===== config.mk =====
export PLATFORM = sky130hd
export DESIGN_NAME = tmds_encoder
export DESIGN_NICKNAME = d
export VERILOG_FILES = /design/src/rtl/tmds_encoder.sv
export SDC_FILE = /design/constraint.sdc
export NUM_CORES = 1
export LEC_CHECK = 0
export BUFFER_PORTS_ARGS = -buffer_cell sky130_fd_sc_hd__buf_2
export CELL_PAD_IN_SITES_DETAIL_PLACEMENT = 0
export CELL_PAD_IN_SITES_GLOBAL_PLACEMENT = 1
export CORE_ASPECT_RATIO = 0.5
export CORE_MARGIN = 2
export CORE_UTILIZATION = 49
export CTS_CLUSTER_DIAMETER = 30
export DETAILED_ROUTE_END_ITERATION = 10
export GPL_TIMING_DRIVEN = 0
export PLACE_DENSITY_LB_ADDON = 0.1
export SLEW_MARGIN = 40
export SYNTH_ARGS = -nofsm -noshare
export SYNTH_HDL_FRONTEND = slang
export SYNTH_SLANG_ARGS = --single-unit

===== constraint.sdc =====
create_clock -name ref_clk_i -period 10.4 [get_ports ref_clk_i]
set_input_delay 3.12 -clock ref_clk_i [delete_from_list [all_inputs] [get_ports ref_clk_i]]
set_output_delay 3.12 -clock ref_clk_i [all_outputs]
set_load 0.01 [all_outputs]

===== src/rtl/tmds_encoder.sv =====
// TMDS symbol encoder for one HDMI/DVI channel.
// Two-stage pipeline: stage 1 builds the transition-minimised q_m word,
// stage 2 applies DC balancing (video) or looks up the fixed code for
// control, TERC4 and guard-band periods. Latency is 2 cycles in every mode.
module tmds_encoder #(
   parameter int CHANNEL = 0
) (
   input  logic       ref_clk_i,
   input  logic       rst_n,
   input  logic [1:0] mode_i,
   input  logic [7:0] dat_i,
   input  logic [1:0] ctrl_i,
   input  logic [3:0] terc4_i,
   output logic [9:0] tmds_o,
   output logic [4:0] disp_o
);

   localparam logic [1:0] MODE_CTRL  = 2'd0;
   localparam logic [1:0] MODE_VIDEO = 2'd1;
   localparam logic [1:0] MODE_TERC4 = 2'd2;
   localparam logic [1:0] MODE_GUARD = 2'd3;

   localparam logic [9:0] GUARD_CODE = (CHANNEL == 1) ? 10'h133 : 10'h2CC;

   logic [3:0]        n1_d;
   logic              use_xnor;
   logic              chain;
   logic [8:0]        qm_d;

   logic [1:0]        mode_s1;
   logic [1:0]        ctrl_s1;
   logic [3:0]        terc4_s1;
   logic [8:0]        qm_s1;

   logic [3:0]        n1_q;
   logic signed [4:0] bal;
   logic signed [4:0] cnt;
   logic signed [4:0] cnt_nxt;
   logic [9:0]        sym_nxt;

   // Stage 1 combinational: choose XOR/XNOR chaining to minimise transitions
   always_comb begin
      n1_d = '0;
      for (int i = 0; i < 8; i++) begin
         n1_d = n1_d + {3'b000, dat_i[i]};
      end
      use_xnor = (n1_d > 4'd4) || ((n1_d == 4'd4) && !dat_i[0]);
      qm_d     = '0;
      chain    = dat_i[0];
      qm_d[0]  = dat_i[0];
      for (int i = 1; i < 8; i++) begin
         chain   = use_xnor ? ~(chain ^ dat_i[i]) : (chain ^ dat_i[i]);
         qm_d[i] = chain;
      end
      qm_d[8] = ~use_xnor;
   end

   // Stage 1 registers: capture symbol type, side-band inputs and q_m
   always_ff @(posedge ref_clk_i or negedge rst_n) begin
      if (!rst_n) begin
         mode_s1  <= MODE_CTRL;
         ctrl_s1  <= '0;
         terc4_s1 <= '0;
         qm_s1    <= '0;
      end else begin
         mode_s1  <= mode_i;
         ctrl_s1  <= ctrl_i;
         terc4_s1 <= terc4_i;
         qm_s1    <= qm_d;
      end
   end

   // Stage 2 combinational: balance of q_m[7:0] expressed as N1-N0
   always_comb begin
      n1_q = '0;
      for (int i = 0; i < 8; i++) begin
         n1_q = n1_q + {3'b000, qm_s1[i]};
      end
      bal = $signed({1'b0, n1_q}) - $signed({1'b0, 4'd8 - n1_q});
   end

   // Stage 2 combinational: next symbol and running disparity
   always_comb begin
      sym_nxt = 10'h354;
      cnt_nxt = '0;
      case (mode_s1)
         MODE_CTRL: begin
            case (ctrl_s1)
               2'b00:   sym_nxt = 10'h354;
               2'b01:   sym_nxt = 10'h0AB;
               2'b10:   sym_nxt = 10'h154;
               default: sym_nxt = 10'h2AB;
            endcase
         end
         MODE_VIDEO: begin
            if ((cnt == 5'sd0) || (bal == 5'sd0)) begin
               sym_nxt = {~qm_s1[8], qm_s1[8], qm_s1[8] ? qm_s1[7:0] : ~qm_s1[7:0]};
               cnt_nxt = qm_s1[8] ? (cnt + bal) : (cnt - bal);
            end else if (((cnt > 5'sd0) && (bal > 5'sd0)) ||
                         ((cnt < 5'sd0) && (bal < 5'sd0))) begin
               sym_nxt = {1'b1, qm_s1[8], ~qm_s1[7:0]};
               cnt_nxt = cnt - bal + (qm_s1[8] ? 5'sd2 : 5'sd0);
            end else begin
               sym_nxt = {1'b0, qm_s1[8], qm_s1[7:0]};
               cnt_nxt = cnt + bal - (qm_s1[8] ? 5'sd0 : 5'sd2);
            end
         end
         MODE_TERC4: begin
            case (terc4_s1)
               4'h0:    sym_nxt = 10'h29C;
               4'h1:    sym_nxt = 10'h263;
               4'h2:    sym_nxt = 10'h2E4;
               4'h3:    sym_nxt = 10'h2E2;
               4'h4:    sym_nxt = 10'h171;
               4'h5:    sym_nxt = 10'h11E;
               4'h6:    sym_nxt = 10'h18E;
               4'h7:    sym_nxt = 10'h13C;
               4'h8:    sym_nxt = 10'h2CC;
               4'h9:    sym_nxt = 10'h139;
               4'hA:    sym_nxt = 10'h19C;
               4'hB:    sym_nxt = 10'h2C6;
               4'hC:    sym_nxt = 10'h28E;
               4'hD:    sym_nxt = 10'h271;
               4'hE:    sym_nxt = 10'h163;
               default: sym_nxt = 10'h2C3;
            endcase
         end
         MODE_GUARD: begin
            sym_nxt = GUARD_CODE;
         end
         default: begin
            sym_nxt = 10'h354;
         end
      endcase
   end

   // Stage 2 registers: output symbol and disparity; non-video clears cnt
   always_ff @(posedge ref_clk_i or negedge rst_n) begin
      if (!rst_n) begin
         tmds_o <= 10'h354;
         cnt    <= '0;
      end else begin
         tmds_o <= sym_nxt;
         cnt    <= cnt_nxt;
      end
   end

   assign disp_o = cnt;

endmodule


# Word level (Yosys, flattened, before mapping)
# Memory sizes are Yosys's and may differ from the RTL's.
# Index checks and enable logic that the tools add are counted.
# Widths: inputs -> output; s select.
# op_classes
add_sub_neg,20
magnitude_cmp,5
eq_ne,6
mux,18
n_bitwise,17
n_reduce_logical,11
# ops
cell,count
$pmux 10 s4,1
$add 4x1->4,8
$pmux 10 s3,1
$mux 10,2
$mux 5,4
$gt 5x1->1 const B,2
$logic_not 5->1,2
$lt 5x1->1 const B,2
$not 1->1,9
$add 3x1->4,2
$mux 8,1
$not 8->8,1
$mux 1,7
$xor 1x1->1,7
$add 2x1->3,2
$eq 2x2->1 const B,3
$add 5x3->5,1
$add 5x5->5,1
$sub 4x4->5,1
$sub 5x3->5,1
$sub 5x5->5,1
$add 1x1->2,2
$eq 2x1->1 const B,2
$eq 4x3->1 const B,1
7 further kinds,13
# word_totals
ff_bits,32
mem_bits_ro,160
in_bits,18
out_inout_bits,15
wordCells,84
mem_count,1
# memory_table
memory,words,word_bits,rd,rd_ports_with_merged_regs,wr,line_no,rtl
(no name shown),16,10,1,0,0,109,case (terc4_s1)

# Logic depth before layout (Yosys ltp)
# Gate-level depths: netlist (run 1).
# logic_depth
depth_word,29
depth_mapped,19

# Worst setup path before layout (run 1)
# OpenSTA, ideal clock, no wires.
# synth_path
path_type,input-to-reg
start,input port dat_i[0]
end,register qm_s1[7]
setup_time_ps,80
arrival_ps,6053
setup_slack_ps,4267
cell_stages,11
path_buffers,0
path_cell_list,fa_1 inv_1 fa_1 fa_1 inv_1 ha_1 fa_1 nor3b_1 o22ai_1 xnor2_1 xnor2_1
# synth_between
elab_chain_len,29
elab_cells_between_ends,33
# synth_lines
element,line_no,rtl
from (decl),11,"input logic [7:0] dat_i,"
branches (longest 28 deep; another with $add 3x1->4),n/a,
$mux 1 (*),52,chain = use_xnor ? ~(chain ^ dat_i[i]) : (chain ^ dat_i[i]);
via chain,27,logic chain;
to (signal assigned),69,qm_s1 <= qm_d;
to (decl),33,logic [8:0] qm_s1;
# Mark *: on every way through the listed nets, which the timed path passes.

# Worst setup path after layout (run 1)
# Same ends and word-level chain as after synthesis.

==> out/qor.txt, run 1 <==
Count of unique library cells instantiated by Yosys -> 51
Number of nets in the synthesized netlist -> 322
Number of H-tree levels -> 2
Setup repair after global routing missed its margin -> no
Met1 track demand over resource -> 26.1%
Met3 layer usage reported by global route -> 4.22%
Period utilisation layout -> 60.3%
Synthesized netlist cell count -> 264
Ys flop type -> sky130_fd_sc_hd__dfrtp_1
Origin of the critical flop-to-flop path -> qm_s1[0]
Cts bufs inserted -> 5
Clock transition time at the flip-flop clock pins of the worst setup and hold paths -> 0.07 ns
Wire length of the first global-routing pass -> 9060 um
Later-pin clock latency in the skew report -> 0.28 ns
Type of the tightest min-delay check -> register to register
Data arrival time of the worst path -> 6.43 ns
Layout fillers -> 434
Global router's overall resource usage -> 19.6%
CP Launch Type -> primary input
Final global-route overflow total -> 0
Number of gates resized after CTS -> 0
Worst rel slew slack -> 52.3%
Detail-routed via count per cell -> 5.27
Die Area -> 5960 um2
Layout cells sized above 1 -> 20.4%
HPWL reported at the end of detailed placement -> 4440 um
Via count of the first global-routing pass -> 1937
Timing startpoint of the critical path -> dat_i[0]
Post-CTS Setup Inserts -> 0
Post-synthesis register bit count -> 32
Most Used Layer, Global Route -> met2
Initial antenna violation count -> 0
Sequential-to-total area share from yosys stat -> 30.9%
Synthesis Warnings -> 0
FP Rows -> 18
Depth of the worst register-to-register path -> 18
Time the final worst path needs with I/O delays and setup -> 6.27 ns
GR met2 Demand/Resource -> 33.4%
Async set-reset flop share out of synthesis -> 100%
Total wirelength of the detailed-routed design -> 5520 um
Flip-flop and latch area -> 807 um2
Die width -> 107 um
Die Y-Extent -> 55.6 um
CP required -> 10.57 ns
Worst Setup End Kind -> register
Final setup viols -> 0
Final hold violation count -> 0
Worst hold slack across all endpoints -> 0.535 ns
Number of violations of the max-capacitance limit -> 0
Setup TNS -> 0 ns
Residual DRC -> 0
Endpoint of the worst-slack reg-to-reg timing path -> disp_o[4]
Area added between synthesis and finish -> 13.3%
Initial cell density of the core -> 51.9%
CTS sink cnt -> 32
Worst hold path cell count -> 2
Per-instance average area after synthesis -> 9.88 um2
Hold-fix buffers, CTS -> 0
Count of boundary I/O pins -> 33
Antenna violation net count after detailed routing -> 0
Worst-Margin Slew -> 0.715 ns
Flop2flop setup slack -> 5.16 ns
Maximum clock frequency -> 160 MHz
Post-synthesis instance area -> 2610 um2
Inserted Diodes -> 0
Area of the core region -> 5020 um2
Clk Tree Root Cell -> sky130_fd_sc_hd__clkbuf_8
Pins over their slew limit -> 0
Vias -> 1972
Deepest clock path buffer count -> 2
Area occupied by multi-input gates -> 1610 um2
Initial DRT Pass Iterations -> 4
Setup clock skew after layout -> 0.00637 ns
Net total in the final layout -> 361
Initial DRC count -> 91
TritonCTS clock tree -> done
Post-synth EDFFs -> 0
Capture point of the worst path -> qm_s1[7]
Critical path fanouts, max -> 5
Path type of the worst setup path -> primary input to register
Largest net degree at the start of global routing -> 33
Wire length per cell -> 14.7 um
Buffers on Ports -> 32
Outcome -> finished, final reports clean
RD Place Congestion -> 0.813
-- cells in the final DEF, fill, tap and decap left out, types with 5 or more instances in the layout --
cell type and n:
sky130_fd_sc_hd__nand3_1 5, sky130_fd_sc_hd__nand2b_1 5, sky130_fd_sc_hd__xor2_1 5, sky130_fd_sc_hd__fa_1 9, sky130_fd_sc_hd__xnor2_1 21, sky130_fd_sc_hd__o21ai_0 11
sky130_fd_sc_hd__ha_1 31, sky130_fd_sc_hd__dfrtp_1 27, sky130_fd_sc_hd__a21oi_1 14, sky130_fd_sc_hd__nand2_1 8, sky130_fd_sc_hd__buf_2 32, sky130_fd_sc_hd__nor2_1 17
sky130_fd_sc_hd__inv_1 39, sky130_fd_sc_hd__clkbuf_8 7, sky130_fd_sc_hd__clkbuf_1 6, sky130_fd_sc_hd__dfstp_2 5
-- through the flow --
step | setup slack, ns | util (%) | cells | instance area (um2)
after floorplan | 4.27 | - | 264 | 2610
after CTS | 4.12 | 58.9 | 374 | 2960
after global placement | 3.91 | 56.9 | 366 | 2860
after global routing | 3.89 | 58.9 | 374 | 2960
after detailed placement | 3.83 | 56.9 | 366 | 2860
final | 4.13 | 58.9 | 374 | 2960
-- registers in the layout, summed over array words and instances, names as in the netlist --
signal,cells
tmds_o,10
qm_s1,9
ctrl_s1,2
mode_s1,2
disp_o,5
terc4_s1,4
-- per-layer routing --
| metal | routed length, um | part of all wire [%] |
|---|---|---|
| met4 | 42 | 0.76 |
| met1 | 2640 | 48 |
| met2 | 2610 | 47 |
| met3 | 219 | 4.0 |
| met5 | 0 | 0 |
-- worst max-delay path: stages --
cell	delay [ns]
sky130_fd_sc_hd__buf_2	0.14
sky130_fd_sc_hd__fa_1	0.53
sky130_fd_sc_hd__inv_1	0.05
sky130_fd_sc_hd__fa_1	0.46
sky130_fd_sc_hd__fa_1	0.50
sky130_fd_sc_hd__inv_1	0.05
sky130_fd_sc_hd__ha_1	0.20
sky130_fd_sc_hd__fa_1	0.49
sky130_fd_sc_hd__nor3b_1	0.05
sky130_fd_sc_hd__o22ai_1	0.55
sky130_fd_sc_hd__xnor2_1	0.16
sky130_fd_sc_hd__xnor2_1	0.15
-- how the worst min path moves through the flow --
stage               startpoint        end  slack [ns]
finish              mode_s1[0]  tmds_o[4]        0.53
global route         disp_o[0]  disp_o[0]        0.55
CTS                 mode_s1[0]  tmds_o[4]        0.54
detailed placement  mode_s1[0]  tmds_o[4]        0.53
global placement     disp_o[0]  disp_o[0]        0.52
floorplan           mode_s1[0]  tmds_o[4]        0.49
-- final cells by class --
type | instances | area share (%)
tap | 70 | 2.96
buffer | 7 | 1.40
sequential | 32 | 27.3
inverter | 39 | 4.95
clock buffer | 8 | 3.39
multi-input combinational | 186 | 54.6
timing repair buffer | 32 | 5.42
-- synthesized netlist by cell type, types with 2 or more instances --
master / instances / area [um2]
sky130_fd_sc_hd__inv_1: 39 / 146
sky130_fd_sc_hd__ha_1: 31 / 388
sky130_fd_sc_hd__dfrtp_1: 27 / 676
sky130_fd_sc_hd__xnor2_1: 21 / 184
sky130_fd_sc_hd__nor2_1: 17 / 63.8
sky130_fd_sc_hd__a21oi_1: 14 / 70.1
sky130_fd_sc_hd__o21ai_0: 11 / 55.1
sky130_fd_sc_hd__fa_1: 9 / 180
sky130_fd_sc_hd__nand2_1: 8 / 30.0
sky130_fd_sc_hd__clkbuf_1: 5 / 18.8
sky130_fd_sc_hd__dfstp_2: 5 / 131
sky130_fd_sc_hd__nand2b_1: 5 / 31.3
sky130_fd_sc_hd__nand3_1: 5 / 25.0
sky130_fd_sc_hd__xor2_1: 5 / 43.8
sky130_fd_sc_hd__a31oi_1: 4 / 25.0
sky130_fd_sc_hd__o21bai_1: 4 / 30.0
sky130_fd_sc_hd__o22ai_1: 4 / 25.0
sky130_fd_sc_hd__nand4_1: 3 / 18.8
sky130_fd_sc_hd__o211ai_1: 3 / 22.5
sky130_fd_sc_hd__o221ai_1: 3 / 26.3
sky130_fd_sc_hd__or4_1: 3 / 22.5
sky130_fd_sc_hd__a31o_2: 2 / 17.5
sky130_fd_sc_hd__a32oi_1: 2 / 17.5
sky130_fd_sc_hd__and2b_1: 2 / 15.0
sky130_fd_sc_hd__buf_6: 2 / 22.5
sky130_fd_sc_hd__mux2_2: 2 / 22.5
sky130_fd_sc_hd__mux2i_1: 2 / 20.0
sky130_fd_sc_hd__nor3b_1: 2 / 15.0
sky130_fd_sc_hd__or2_2: 2 / 12.5
-- kinds of logic after synthesis --
| family | Yosys count | synth area share (%) |
|---|---|---|
| compound gates | 59 | 17.0 |
| xor+xnor | 28 | 9.98 |
| mux | 4 | 1.63 |
| buf+inv | 46 | 7.19 |
| flops | 32 | 30.9 |
| fa+ha+maj | 40 | 21.8 |
| simple gates | 55 | 11.5 |
Power of run 1 is not shown: default switching activity piles up to over one toggle a cycle in this logic, so the estimate is an artifact.
==> inputs of run 2 (changes only) <==
ABC_AREA = 1   (was default)
CORE_UTILIZATION = 43   (was 49)
clock period = 6.35 ns   (was 10.4 ns; I/O delays follow)
==> run 2 against run 1 <==
  * Register-to-register slack worse by 4.1 ns
  * Worst hold slack worse by 0.030 ns
  * Critical endpoint is now disp_o[4]
  * Final cell count up 30%
  * Critical path depth up 8
  * First-iteration DRC count up 15%
  * Clock-buffer cell count unchanged
  * Routed wire length up 12%
==> out/qor.txt, run 2 <==
Type of the tightest min-delay check -> register to register
Critical path fanouts, max -> 5
Number of nets in the synthesized netlist -> 415
Worst Setup End Kind -> register
TritonCTS clock tree -> done
Number of flip-flops under the largest register name -> 10
Count leader, synth -> sky130_fd_sc_hd__nand2_1
Post-synth EDFFs -> 0
Most area-consuming cells after synthesis -> sky130_fd_sc_hd__dfrtp_1 25%, sky130_fd_sc_hd__ha_1 14%, sky130_fd_sc_hd__nand2_1 9.0%
Routed wire length on met2 -> 2760 um
Count of boundary I/O pins -> 33
Area added between synthesis and finish -> 15.3%
Path type of the worst setup path -> register to register
Largest net degree at the start of global routing -> 33
Worst rel slew slack -> 52.2%
Most frequent standard cell in the layout excluding fill and tap cells -> sky130_fd_sc_hd__nand2_1
Vias -> 2313
Later-pin clock latency in the skew report -> 0.27 ns
Final hold violation count -> 0
Final global-route overflow total -> 0
Async set-reset flop share out of synthesis -> 100%
Wire length of the first global-routing pass -> 10600 um
FP Rows -> 20
Initial DRC count -> 105
Via count of the first global-routing pass -> 2290
Antenna violation net count after detailed routing -> 0
Die Area -> 7030 um2
Residual DRC -> 0
Clk Tree Root Cell -> sky130_fd_sc_hd__clkbuf_16
Inserted Diodes -> 0
Sequential-to-total area share from yosys stat -> 29.6%
Combinational family with the most area after synthesis -> simple AND/OR/NAND/NOR gates
Final setup viols -> 0
Die width -> 117 um
Post-CTS Setup Inserts -> 0
CP Launch Type -> register
Synthesis Warnings -> 0
Cts bufs inserted -> 5
Die Y-Extent -> 60.3 um
Number of H-tree levels -> 2
Post-synthesis instance area -> 2730 um2
Initial antenna violation count -> 0
Hold-fix buffers, CTS -> 0
Layout cells sized above 1 -> 14.6%
Clock transition time at the flip-flop clock pins of the worst setup and hold paths -> 0.05 ns
Global router's overall resource usage -> 19.9%
Simple-gate portion of the synthesized area -> 23.7%
Arithmetic-cell share of the synthesized area counting full adders, half adders and majority gates -> 20.8%
Highest signal layer in the routed design -> met4
Area of the core region -> 6110 um2
Per-instance average area after synthesis -> 7.63 um2
Routed wl met3 -> 306 um
Outcome -> finished, final reports clean
Synthesized netlist cell count -> 357
Time the final worst path needs with I/O delays and setup -> 5.24 ns
Commonest cells post-synth -> 65 x sky130_fd_sc_hd__nand2_1, 59 x sky130_fd_sc_hd__inv_1, 41 x sky130_fd_sc_hd__nand3_1
Buffers on Ports -> 32
Most flop-heavy register -> tmds_o
Initial cell density of the core -> 44.6%
Top-area cell type share of the netlist area -> 24.8%
Maximum clock frequency -> 191 MHz
Count of unique library cells instantiated by Yosys -> 26
Ys flop type -> sky130_fd_sc_hd__dfrtp_1
Data arrival time of the worst path -> 5.41 ns
Xor and xnor area share after synthesis -> 7.48%
Number of gates resized after CTS -> 0
Initial DRT Pass Iterations -> 4
Post-synthesis register bit count -> 32
Wire length per cell -> 12.7 um
Commonest cells after routing, fill and taps aside -> 65 x sky130_fd_sc_hd__nand2_1, 59 x sky130_fd_sc_hd__inv_1, 41 x sky130_fd_sc_hd__nand3_1, 36 x sky130_fd_sc_hd__nor2_1, 33 x sky130_fd_sc_hd__buf_2
Utilization of the core after routing -> 51.5%
Period utilisation layout -> 82.5%
Pins over their slew limit -> 0
Setup TNS -> 0 ns
Complex-gate fraction of the synthesized area -> 8.82%
Layout fillers -> 588
CTS sink cnt -> 32
Setup repair after global routing missed its margin -> no
RD Place Congestion -> 0.854
Flop2flop setup slack -> 1.11 ns
HPWL reported at the end of detailed placement -> 5090 um
Detail-routed via count per cell -> 4.77
Deepest clock path buffer count -> 2
CP required -> 6.52 ns
Number of violations of the max-capacitance limit -> 0
Total wirelength of the detailed-routed design -> 6180 um
Setup clock skew after layout -> 0.00553 ns
Net total in the final layout -> 454
Post-route met1 wirelength -> 3090 um
Multiplexer share of the synthesized area -> 0%
Worst-Margin Slew -> 0.718 ns
Synth area leader -> sky130_fd_sc_hd__dfrtp_1
[run 2: changes by cell type in the layout (fill, tap and decap cells not counted), sizes merged, moves of 3 or more]
cell	previous run	this run
nand2	8	68
nand3	5	41
inv	39	63
xnor2	22	1
o21ai	11	31
nor2	17	36
xor2	6	18
a21oi	14	8
nand2b	5	0
o21bai	5	0
o22ai	4	0
a31oi	4	1
o221ai	3	0
or4	3	0
[run 2: logic make-up after synthesis]
family | after synthesis
simple gates | 152
buf+inv | 69
compound gates | 45
fa+ha+maj | 40
flops | 32
xor+xnor | 19
[run 2: cell type report]
class / count / area, um2 / share of cell area, %
multi-input cells: 256 / 1660 / 52.8
flip-flops and latches: 32 / 807 / 25.7
inverters: 63 / 236 / 7.53
repair buffers: 32 / 160 / 5.10
clock buffers: 8 / 146 / 4.66
well taps: 88 / 110 / 3.50
plain buffers: 6 / 23.8 / 0.757
[run 2: worst paths after layout]
kind / startpoint / to / depth (start not counted)
max in group asynchronous: rst_n / disp_o[3] / 1
min in group asynchronous: rst_n / qm_s1[6] / 1
setup / recovery: qm_s1[0] / disp_o[4] / 20
setup reg to reg: qm_s1[0] / disp_o[4] / 20
hold / removal: disp_o[0] / disp_o[0] / 2
hold reg to reg: disp_o[0] / disp_o[0] / 2
[run 2: per-layer routing]
layer | global-route usage (%) | vias up
met3 | 3.96 | 2
met2 | 33.6 | 56
met1 | 27.2 | 1055
li1 | - | 1200
met4 | 3.36 | 0
met5 | 0 | -
[run 2: per-stage QoR]
| stage | instance area [um2] | std cells | setup slack (ns) | hold slack [ns] |
|---|---|---|---|---|
| final | 3140 | 485 | 1.11 | 0.504 |
| after global routing | 3140 | 485 | 0.815 | 0.534 |
| after CTS | 3140 | 485 | 1.13 | 0.513 |
| after detailed placement | 3000 | 477 | 0.859 | 0.501 |
| after global placement | 3000 | 477 | 0.973 | 0.498 |
| after floorplan | 2730 | 357 | 1.33 | 0.495 |
[run 2: worst max-delay path, stage by stage (launching register included)]
cell                       delay, ns
sky130_fd_sc_hd__dfrtp_1        0.39
sky130_fd_sc_hd__inv_1          0.10
sky130_fd_sc_hd__fa_1           0.57
sky130_fd_sc_hd__fa_1           0.43
sky130_fd_sc_hd__fa_1           0.49
sky130_fd_sc_hd__inv_1          0.04
sky130_fd_sc_hd__ha_1           0.20
sky130_fd_sc_hd__fa_1           0.50
sky130_fd_sc_hd__nor2_1         0.24
sky130_fd_sc_hd__inv_2          0.08
sky130_fd_sc_hd__ha_1           0.32
sky130_fd_sc_hd__o211ai_1       0.16
sky130_fd_sc_hd__o21ai_0        0.16
sky130_fd_sc_hd__ha_1           0.41
sky130_fd_sc_hd__xor2_1         0.33
sky130_fd_sc_hd__nand3_1        0.15
sky130_fd_sc_hd__or2_2          0.32
sky130_fd_sc_hd__nand3_1        0.08
sky130_fd_sc_hd__nand3_1        0.07
sky130_fd_sc_hd__nand2_1        0.06
sky130_fd_sc_hd__inv_1          0.03
Power of run 2 is left out for the same reason.
==> inputs of run 3 (changes only) <==
clock period = 5.4 ns   (was 6.35 ns; I/O delays follow)
==> run 3 against run 2 <==
  * First-iteration DRC count is 4.8% lower
  * Clock-buffer cell count did not move
  * Cell area up 0.40%
==> out/qor.txt, run 3 (synthesized netlist as in run 2, its figures left out) <==
Antenna violation net count after detailed routing -> 0
Deepest clock path buffer count -> 2
Layout cells sized above 1 -> 15.4%
Clock transition time at the flip-flop clock pins of the worst setup and hold paths -> 0.05 ns
Die width -> 117 um
Detail-routed via count per cell -> 4.77
Post-route met1 wirelength -> 3180 um
Die Y-Extent -> 60.3 um
Number of cells in the finished layout apart from fillers -> 485
Most frequent standard cell in the layout excluding fill and tap cells -> sky130_fd_sc_hd__nand2_1
Maximum clock frequency -> 198 MHz
Final hold violation count -> 0
Data arrival time of the worst path -> 5.22 ns
Number of flip-flops under the largest register name -> 10
FP Rows -> 20
Commonest cells after routing, fill and taps aside -> 65 x sky130_fd_sc_hd__nand2_1, 59 x sky130_fd_sc_hd__inv_1, 41 x sky130_fd_sc_hd__nand3_1, 35 x sky130_fd_sc_hd__nor2_1, 33 x sky130_fd_sc_hd__buf_2
Layout fillers -> 590
Pins over their slew limit -> 0
Worst Setup End Kind -> register
Highest signal layer in the routed design -> met4
Residual DRC -> 0
Initial DRT Pass Iterations -> 4
Outcome -> finished, final reports clean
Largest net degree at the start of global routing -> 33
Initial cell density of the core -> 44.6%
Setup repair after global routing missed its margin -> no
Clk Tree Root Cell -> sky130_fd_sc_hd__clkbuf_16
Vias -> 2312
Total wirelength of the detailed-routed design -> 6180 um
Time the final worst path needs with I/O delays and setup -> 5.05 ns
Period utilisation layout -> 93.5%
Cts bufs inserted -> 5
Setup clock skew after layout -> 0.00686 ns
Final setup viols -> 0
Area added between synthesis and finish -> 15.7%
Wire length per cell -> 12.7 um
Net total in the final layout -> 454
Post-route setup slack -> 0.353 ns
Initial DRC count -> 100
Wire length of the first global-routing pass -> 10600 um
Die Area -> 7030 um2
CTS sink cnt -> 32
Pre-CTS setup slack -> 0.188 ns
Type of the tightest min-delay check -> register to register
Via count of the first global-routing pass -> 2290
Critical path fanouts, max -> 5
Buffers on Ports -> 32
Routed wl met3 -> 218 um
CP required -> 5.57 ns
Initial antenna violation count -> 0
Cell family contributing the most delay on the critical path -> adder cells
Area of the core region -> 6110 um2
Number of H-tree levels -> 2
Crit-path cells -> inv_1 -> fa_1 -> fa_1 -> fa_1 -> inv_1 -> ha_1 -> fa_1 -> nor2_2 -> inv_2 -> ha_1 -> o21ai_0 -> ha_2 -> a21oi_1 -> nand2_1 -> xor2_1 -> or2_2 -> nand3_1 -> nand3_1 -> nand2_1 -> inv_1
Number of buffer and inverter instances along the worst setup path -> 4
Most flop-heavy register -> tmds_o
Global router's overall resource usage -> 19.9%
HPWL reported at the end of detailed placement -> 5090 um
Setup TNS -> 0 ns
Cell repeated most along the worst path -> sky130_fd_sc_hd__fa_1
Worst-Margin Slew -> 0.688 ns
RD Place Congestion -> 0.854
Routed wire length on met2 -> 2770 um
Inserted Diodes -> 0
Later-pin clock latency in the skew report -> 0.27 ns
CP max-delay cell -> sky130_fd_sc_hd__fa_1
Final global-route overflow total -> 0
CP Launch Type -> register
Count of boundary I/O pins -> 33
Number of violations of the max-capacitance limit -> 0
TritonCTS clock tree -> done
Worst rel slew slack -> 53.7%
Path type of the worst setup path -> register to register
Number of placed instances, taps included -> 477
Delay contributed by the slowest stage of the critical path -> 0.56 ns
-- run 3: cell counts in the layout (fill, tap and decap cells not counted) --
No cell type changed its count.
-- run 3: worst paths after layout --
kind | slack [ns] | from | to | cells past startpoint
min | 0.50 | disp_o[0] | disp_o[0] | 2
max in group asynchronous | 3.55 | rst_n | disp_o[1] | 1
max | 0.35 | qm_s1[0] | disp_o[4] | 20
max reg2reg | 0.35 | qm_s1[0] | disp_o[4] | 20
min reg2reg | 0.50 | disp_o[0] | disp_o[0] | 2
min in group asynchronous | 1.40 | rst_n | qm_s1[3] | 1
-- run 3: cell type report --
class                           count  area [um2]  share of cell area, %
Clock buffer                        8         146                   4.64
Timing Repair Buffer               32         160                   5.08
Multi-Input combinational cell    256        1670                   53.0
Sequential cell                    32         807                   25.6
Buffer                              6        23.8                  0.754
Inverter                           63         236                   7.50
Tap cell                           88         110                   3.49
-- run 3: per-layer routing --
metal | GRT usage [%] | vias up
met2 | 33.6 | 39
li1 | - | 1199
met1 | 27.2 | 1072
met3 | 3.96 | 2
met5 | 0 | -
met4 | 3.36 | 0
-- run 3: repair_timing --
| item | 4_1_cts | 5_1_grt |
|---|---|---|
| gates resized for setup | 0 | 3 |
| endpoints found under the setup margin | 0 | 1 |
| hold endpoints to repair | 0 | 0 |
| setup buffers | 0 | 0 |
| hold buffers | 0 | 0 |
-- run 3: tightest hold or removal path, stage by stage (launching register included) --
cell,delay (ns)
sky130_fd_sc_hd__dfrtp_1,0.33
sky130_fd_sc_hd__inv_1,0.05
sky130_fd_sc_hd__nor2_1,0.08
-- run 3: stage by stage --
step	hold slack, ns	cell area [um2]	util [%]
3_3_place_gp	0.498	3000	49.1
3_5_place_dp	0.501	3000	49.1
2_1_floorplan	0.495	2730	-
5_1_grt	0.534	3150	51.7
4_1_cts	0.513	3140	51.5
6_report	0.504	3150	51.7
Power of run 3 is left out for the same reason.
